## config.mk

```make
export PLATFORM = sky130hd
export DESIGN_NAME = snoop_bus_rr
export DESIGN_NICKNAME = d
export VERILOG_FILES = /design/src/rtl/snoop_bus_rr.sv
export SDC_FILE = /design/constraint.sdc
export NUM_CORES = 1
export LEC_CHECK = 0
export ABC_AREA = 1
export BUFFER_PORTS_ARGS = -buffer_cell sky130_fd_sc_hd__buf_4
export CAP_MARGIN = 40
export CORE_MARGIN = 5
export CORE_UTILIZATION = 50
export DETAILED_ROUTE_END_ITERATION = 10
export GPL_TIMING_DRIVEN = 0
export PLACE_DENSITY = 0.71
export SLEW_MARGIN = 20
export SYNTH_ARGS = -nofsm -noshare
export SYNTH_HDL_FRONTEND = slang
export SYNTH_SLANG_ARGS = --single-unit
export TNS_END_PERCENT = 10
```

## constraint.sdc

```tcl
create_clock -name i_clock -period 7.55 [get_ports i_clock]
set_input_delay 1.51 -clock i_clock [delete_from_list [all_inputs] [get_ports i_clock]]
set_output_delay 1.51 -clock i_clock [all_outputs]
set_load 0.02 [all_outputs]
```

## src/rtl/snoop_bus_rr.sv

```systemverilog
// Registered round-robin snooping-bus arbiter with a grant handshake and a memory-reply wait phase.
// Optional macro SNOOP_BUS_TIMEOUT_EN adds a WAIT_MEM watchdog that raises timeout_err.
module snoop_bus_rr #(
  parameter int N_PROC = 3,
  parameter int MSG_W = 9,
  parameter int OP_W = 2,
  parameter logic [OP_W-1:0] IDLE_OP = 2'b00,
  parameter logic [OP_W-1:0] READ_MISS_OP = 2'b01,
  parameter int TIMEOUT_CYC = 16
) (
  input  logic                    i_clock,
  input  logic                    i_reset,
  input  logic [N_PROC*MSG_W-1:0] i_proc_msg,
  input  logic [MSG_W-1:0]        i_mem_msg,
  input  logic                    i_mem_valid,
  output logic                    o_mem_ready,
  output logic [MSG_W-1:0]        o_bus_msg,
  output logic                    o_bus_valid,
  output logic [N_PROC-1:0]       o_grant,
  output logic                    o_timeout_err
);

  localparam int PTR_W = $clog2(N_PROC);
  localparam logic [MSG_W-1:0] IDLE_MSG = {IDLE_OP, {(MSG_W-OP_W){1'b0}}};

  typedef enum logic [1:0] {S_IDLE, S_BCAST, S_WAIT_MEM} state_t;

  state_t             r_state;
  logic [PTR_W-1:0]   r_rr_ptr;
  logic [MSG_W-1:0]   r_bus_msg;
  logic               r_bus_valid;
  logic [N_PROC-1:0]  r_grant;
  logic               r_from_proc;
  logic [OP_W-1:0]    r_op;

  logic [N_PROC-1:0]  w_active;
  logic               w_found;
  logic [MSG_W-1:0]   w_win_msg;
  logic [N_PROC-1:0]  w_win_onehot;
  logic [PTR_W-1:0]   w_next_ptr;
  int                 w_idx;

  always_comb begin
    for (int i = 0; i < N_PROC; i++) begin
      w_active[i] = (i_proc_msg[i*MSG_W + MSG_W-1 -: OP_W] != IDLE_OP);
    end
  end

  // First active port at or after rr_ptr, wrapping modulo N_PROC.
  always_comb begin
    w_found      = 1'b0;
    w_win_msg    = IDLE_MSG;
    w_win_onehot = '0;
    w_next_ptr   = '0;
    w_idx        = 0;
    for (int k = 0; k < N_PROC; k++) begin
      w_idx = int'(r_rr_ptr) + k;
      if (w_idx >= N_PROC) w_idx = w_idx - N_PROC;
      if (!w_found && w_active[w_idx]) begin
        w_found             = 1'b1;
        w_win_msg           = i_proc_msg[w_idx*MSG_W +: MSG_W];
        w_win_onehot[w_idx] = 1'b1;
        w_next_ptr          = (w_idx + 1 >= N_PROC) ? '0 : PTR_W'(w_idx + 1);
      end
    end
  end

  assign o_mem_ready = ((r_state == S_IDLE) && !w_found) || (r_state == S_WAIT_MEM);
  assign o_bus_msg   = r_bus_msg;
  assign o_bus_valid = r_bus_valid;
  assign o_grant     = r_grant;

`ifdef SNOOP_BUS_TIMEOUT_EN
  localparam int CNT_W = $clog2(TIMEOUT_CYC + 1);
  logic [CNT_W-1:0] r_cnt;
  logic             r_timeout_err;
  assign o_timeout_err = r_timeout_err;
`else
  assign o_timeout_err = 1'b0;
`endif

  always_ff @(posedge i_clock) begin
    if (i_reset) begin
      r_state     <= S_IDLE;
      r_rr_ptr    <= '0;
      r_bus_msg   <= IDLE_MSG;
      r_bus_valid <= 1'b0;
      r_grant     <= '0;
      r_from_proc <= 1'b0;
      r_op        <= IDLE_OP;
`ifdef SNOOP_BUS_TIMEOUT_EN
      r_cnt         <= '0;
      r_timeout_err <= 1'b0;
`endif
    end else begin
`ifdef SNOOP_BUS_TIMEOUT_EN
      r_timeout_err <= 1'b0;
`endif
      case (r_state)
        S_IDLE: begin
          if (w_found) begin
            r_bus_msg   <= w_win_msg;
            r_bus_valid <= 1'b1;
            r_grant     <= w_win_onehot;
            r_rr_ptr    <= w_next_ptr;
            r_from_proc <= 1'b1;
            r_op        <= w_win_msg[MSG_W-1 -: OP_W];
            r_state     <= S_BCAST;
          end else if (i_mem_valid) begin
            r_bus_msg   <= i_mem_msg;
            r_bus_valid <= 1'b1;
            r_grant     <= '0;
            r_from_proc <= 1'b0;
            r_state     <= S_BCAST;
          end else begin
            r_bus_msg   <= IDLE_MSG;
            r_bus_valid <= 1'b0;
            r_grant     <= '0;
          end
        end
        S_BCAST: begin
          r_bus_msg   <= IDLE_MSG;
          r_bus_valid <= 1'b0;
          r_grant     <= '0;
`ifdef SNOOP_BUS_TIMEOUT_EN
          r_cnt       <= '0;
`endif
          // A processor read miss keeps the bus until memory answers.
          r_state     <= (r_from_proc && (r_op == READ_MISS_OP)) ? S_WAIT_MEM : S_IDLE;
        end
        S_WAIT_MEM: begin
          if (i_mem_valid) begin
            r_bus_msg   <= i_mem_msg;
            r_bus_valid <= 1'b1;
            r_grant     <= '0;
            r_from_proc <= 1'b0;
            r_state     <= S_BCAST;
          end
`ifdef SNOOP_BUS_TIMEOUT_EN
          else if (r_cnt == CNT_W'(TIMEOUT_CYC - 1)) begin
            r_timeout_err <= 1'b1;
            r_bus_valid   <= 1'b0;
            r_state       <= S_IDLE;
          end else begin
            r_cnt <= r_cnt + 1'b1;
          end
`endif
        end
        default: r_state <= S_IDLE;
      endcase
    end
  end

endmodule
```

## Word-level counts from Yosys, hierarchy flattened

Cells that the tools add are included.

| word-level totals | value |
|---|---|
| output and inout bits | 15 |
| register bits after elaboration | 20 |

| cells by class | value |
|---|---|
| mux-type cells | 51 |
| add/subtract/negate cells | 8 |
| shift-type cells | 3 |
| order comparisons | 12 |
| equality and inequality tests | 4 |
| reductions and logical operators | 19 |
| multipliers | 3 |
| bitwise operators | 2 |

Operators by type and width:

| operator | number |
|---|---|
| adder 32 x 2 -> 32 bit, second input constant | 3 |
| >= comparator 32 x 1 -> 1 bit, second input constant | 3 |
| >= comparator 32 x 3 -> 1 bit, second input constant | 3 |
| < comparator 32 x 4 -> 1 bit, second input constant | 3 |
| multiplier 32 x 5 -> 32 bit, second input constant | 3 |
| 2-to-1 mux 32 bit | 3 |
| variable part select 27 x 32 -> 9 bit | 3 |
| 2-to-1 mux 9 bit | 6 |
| one-hot mux 9 bit (3 select lines) | 1 |
| 2-to-1 mux 2 bit | 9 |
| 2-to-1 mux 1 bit | 17 |
| 2-to-1 mux 3 bit | 5 |
| one-hot mux 3 bit (3 select lines) | 1 |
| nonzero test 2 bit | 4 |
| subtractor 3 x 2 -> 4 bit, second input constant | 2 |
| logical AND 1 bit | 7 |
| binary-select mux 1 bit (select 2 bit) | 3 |
| demux 1 bit (select 2 bit) | 3 |
| >= comparator 3 x 2 -> 1 bit, second input constant | 2 |
| OR 3 bit | 2 |
| one-hot mux 2 bit (3 select lines) | 1 |
| == test 2 x 1 -> 1 bit, second input constant | 2 |
| AND reduction 2 bit | 2 |
| adder 2 x 1 -> 3 bit, second input constant | 1 |
| 11 further kinds | 13 |

## Longest topological paths before layout

| depth | value |
|---|---|
| word-level depth | 15 |
| mapped depth | 24 |
| depth with buffers taken out | 22 |

## Least setup slack after synthesis

Ideal clock, no wire load.

| timing | value |
|---|---|
| kind | input port to output port |
| start point | in i_proc_msg[7] |
| end point | out o_mem_ready |
| path buffers | 0 |
| slack | 3.475 ns |
| data required time | 6.040 ns |
| arrival time | 2.565 ns |
| cell stages on the path | 5 |
| path through | nor2_1 -> nor2_1 -> nor2_2 -> nand3_4 -> a21oi_1 |

| on the way | value |
|---|---|
| longest elaborated chain between the ends | 14 |
| elaborated cells on any way between the ends | 20 |
| those cells by class | mux: 12; reduce/logical: 8 |

RTL lines:

| what | line | text |
|---|---|---|
| start: declaration | 13 | `input logic [N_PROC*MSG_W-1:0] i_proc_msg,` |
| nonzero test 2 bit (*) | 45 | `w_active[i] = (i_proc_msg[i*MSG_W + MSG_W-1 -: OP_W] != IDLE_OP);` |
| binary-select mux 1 bit (select 2 bit) | 59 | `if (!w_found && w_active[w_idx]) begin` |
| 2-to-1 mux 1 bit (not written as such) (2 in a row) | 59 |  |
| 2-to-1 mux 1 bit | 59 |  |
| logical NOT 1 bit | 59 |  |
| logical AND 1 bit | 59 |  |
| 2-to-1 mux 1 bit | 59 |  |
| logical NOT 1 bit | 59 |  |
| logical AND 1 bit | 59 |  |
| 2-to-1 mux 1 bit (*) | 59 |  |
| logical NOT 1 bit (*) | 68 | `assign o_mem_ready = ((r_state == S_IDLE) && !w_found) \|\| (r_state == S_WAIT_MEM);` |
| logical AND 1 bit (*) | 68 |  |
| logical OR 1 bit (*) | 68 |  |
| end: declaration | 16 | `output logic o_mem_ready,` |

Mark *: on every way between the ends. The rest lies on a longest branch, timed or not. The select of a mux whose other input is x is not followed.

## Worst setup path in the final report

| timing | value |
|---|---|
| start point | reg r_rr_ptr[0] |
| end point | reg r_bus_msg[7], in the netlist o_bus_msg[7] |

| on the way | value |
|---|---|
| longest elaborated chain between the ends | 14 |
| elaborated cells on any way between the ends | 38 |
| those cells by class | add/sub: 5; mul: 3; order compare: 3; shift: 3; mux: 20; reduce/logical: 4 |

RTL lines:

| what | line | text |
|---|---|---|
| start: declaration | 29 | `logic [PTR_W-1:0] r_rr_ptr;` |
| start signal: assignment | 105 | `r_rr_ptr <= w_next_ptr;` |
| parallel branches: the longest is 12 deep, another holds multiplier 32 x 5 -> 32 bit | n/a |  |
| 2-to-1 mux 9 bit (*) | 101 | `if (w_found) begin` |
| one-hot mux 9 bit (3 select lines) (*) | 99 | `case (r_state)` |
| end signal: assignment | 102 | `r_bus_msg <= w_win_msg;` |
| end signal: assignment | 110 | `r_bus_msg <= i_mem_msg;` |
| end signal: assignment | 133 | `r_bus_msg <= i_mem_msg;` |
| end: declaration | 30 | `logic [MSG_W-1:0] r_bus_msg;` |

Every way passes the cells marked *. The select of a mux whose other input is x is not followed.
A chain may end at the register's enable or synchronous reset.

==> flow_metrics.tcl <==
set metrics [dict create \
    status "finished clean" \
    reg2reg_depth 23 \
    antenna_found_initial 0 \
    syn_avg_cell_area_um2 5.64 \
    setup_ws_ns 3.22 \
    r2r-start "r_rr_ptr[0]$_SDFFE_PP0P_" \
    required_ns 7.73 \
    grt_max_degree 13 \
    synth_simple_gate_area_share_pct 51.7 \
    p_leak_nw 1.84 \
    synth_edf_count 0 \
    p_per_area_nw_per_um2 475 \
    drc 0 \
    dieArea_um2 8160 \
    ant_nets 0 \
    dp_cells 700 \
    drt_iter0_markers 631 \
    synth_seq_area_share_pct 12.4 \
    place_ws_ns 3.27 \
    critPathArrivalTime_ns 4.51 \
    async_flop_share_pct 0 \
    cp_max_fo 10 \
    clkSlewWorstSetupHoldPaths_ns 0.07 \
    postSynthCellCount 572 \
    grt_pass1_wl_mm 22.2 \
    yosys.area_share.adder_pct 5.27 \
    fmax_mhz 231 \
    post_cts_buffers 0 \
    hold_class "register to register" \
    cts.sinks 20 \
    synth_xor_xnor_area_share_pct 0 \
    vias 4589 \
    rr_endpoint "o_bus_msg[7]$_SDFFE_PP0P_" \
    synthMuxAreaShare_pct 0 \
    synth.cell_area_um2 3230 \
    port_buffers 51 \
    yosysWarnings 0 \
    clk_latency_ns 0.26 \
    regArea_um2 400 \
    fin_cells 704 \
    layout-drive-gt1-share_pct 15.8 \
    startpoint "r_rr_ptr[0]$_SDFFE_PP0P_" \
    ios 54 \
    yosys_register_bits 20 \
    n_fill_cell 635 \
    hold_viol 0 \
    final_net_count 680 \
    relSlewSlack_pct 57.6 \
    drt-total-wl_mm 14.1 \
    p_total_mw 1.80 \
    start_util_pct 51.1 \
    final.min_clock_period_ns 4.33 \
    grt_pass1_vias 4203 \
    finalSetupViolCount 0 \
    crit_type "register to register" \
    syn_nets 624 \
    rows 29 \
    synth_top_area_cell "nand3_1" \
    track_usage_pct 33.1 \
    antenna_cells 0 \
    crit_chain "inv_1, ha_1, buf_6, buf_4, clkinv_1, nor3_1, ha_1, inv_1, fa_1, inv_1, nand2_1, nand2_2, buf_2, nand3_1, nand3_1, nand2_1, nand2_1, nand3_1, nand3_1, nand2_1, nand3_1, nand2_1, a21oi_1" \
    drv_cap 0 \
    ctsRootBufferMaster "clkbuf_8" \
    cts_hold_buf 0 \
    ys.flop_type "dfxtp_1" \
    cp-start-kind "register" \
    finalCritPeriodShare_pct 57.4 \
    syn_to_final_growth_pct 17.1 \
    crit_slowest_cell "nor3_1" \
    place.gp.congestion 1.07 \
    reg2reg_slack_ns 3.22 \
    die_h_um 90.4 \
    multiInputGateArea_um2 2410 \
    slowest_delay_ns 0.46 \
    synth_compound_area_share_pct 17.6 \
    yosysTopAreaCellShare_pct 20.6 \
    synth_top_family_by_area "simple AND/OR/NAND/NOR gates" \
    fin_setup_tns_ns 0 \
    wl_per_cell_um 20.1 \
    rsz0062_at_grt "false" \
    worstMarginPinSlew_ns 0.628 \
    drv_slew 0 \
    skew_ns 0.00507 \
    cts_resized 0 \
    tritoncts "done" \
    crit_path_end_kind "register" \
    cts-htree-levels 1 \
    synth_area_leaders "nand3_1, nand2_1, dfxtp_1" \
    dp_hpwl_mm 11.1 \
    die_w_um 90.4 \
    final_cell_mix "nand2_1, nand3_1, inv_1" \
    detail_route.first_pass.iterations 6 \
    overflow 0 \
    endpoint "o_bus_msg[7]$_SDFFE_PP0P_" \
    clock_path_buffers 2 \
    peakVddDrop_mv 0.298 \
    numCtsBuffers 3 \
    via_per_inst 6.52 \
    core_area_um2 6310 \
    synth_cell_types 44 \
    final_common_cell "nand2_1" \
]
## layout make-up
type	instances	area share, %
Multi-Input combinational cell	457	63.8
Sequential cell	20	10.6
Timing Repair Buffer	51	10.1
Inverter	66	6.69
Buffer	29	4.34
Tap cell	77	2.55
Clock buffer	3	1.09
Clock inverter	1	0.795
## Yosys cell counts (8+ instances only)
library cell and number:
nand2_1 140, ha_1 12, inv_1 60, dfxtp_1 20
nand4_1 19, nor2_1 25, buf_2 8, nor3_1 10
nor2_4 8, a22oi_1 8, nand3_1 133, o21ai_0 30
a21oi_1 27, clkbuf_1 11
## layer usage
layer	GRT usage (%)	part of all wire [%]
met5	0	0
met3	4.08	12
met1	43.4	37
met4	17.9	7.2
met2	52.4	44
## state kept, by name, summed over array words and instances (netlist names)
name         cells
o_grant          3
r_rr_ptr         2
o_bus_msg        9
r_op             2
r_from_proc      1
r_state          2
o_bus_valid      1
## where the power goes
group	internal (mW)	switching, mW	total [mW]
registers	0.148	0.0297	0.177
logic	0.475	1.04	1.51
clock network	0.0708	0.0370	0.108
total	0.693	1.10	1.80
## critical path: cells and delay by family (launching register included)
family / cells / cell delay, ns
buffers and inverters: 7 / 1.17
AO/OA/AOI/OAI: 1 / 0.15
AND/OR/NAND/NOR: 12 / 1.71
adder cells (fa/ha/maj): 3 / 0.83
flip-flops: 1 / 0.36
## worst min-delay path by stage
stage	endpoint	slack [ns]	depth (start not counted)	start
floorplan	r_from_proc$_SDFFE_PP0P_	0.45	2	r_from_proc$_SDFFE_PP0P_
global placement	o_grant[0]$_SDFFE_PP0P_	0.46	2	o_grant[0]$_SDFFE_PP0P_
detailed placement	o_grant[1]$_SDFFE_PP0P_	0.46	2	o_grant[1]$_SDFFE_PP0P_
CTS	o_grant[1]$_SDFFE_PP0P_	0.47	2	o_grant[1]$_SDFFE_PP0P_
global route	o_grant[1]$_SDFFE_PP0P_	0.48	2	o_grant[1]$_SDFFE_PP0P_
finish	o_grant[1]$_SDFFE_PP0P_	0.47	2	o_grant[1]$_SDFFE_PP0P_
## cells by family (layout without fill, tap and decap cells)
kind of cell / count (synthesis) / after routing
flip-flops: 20 / 20
buffers and inverters: 95 / 150
AND/OR/NAND/NOR: 349 / 349
adder cells (fa/ha/maj): 13 / 13
other: 1 / 1
AO/OA/AOI/OAI: 94 / 94
## through the flow
stage / utilization [%] / hold slack (ns) / cell area, um2
after floorplan: - / 0.454 / 3230
after global placement: 58.7 / 0.457 / 3710
after detailed placement: 58.7 / 0.456 / 3710
after CTS: 59.8 / 0.467 / 3780
after global routing: 59.8 / 0.485 / 3780
final: 59.8 / 0.467 / 3780
Note: power is estimated with default switching activity, not from simulation.
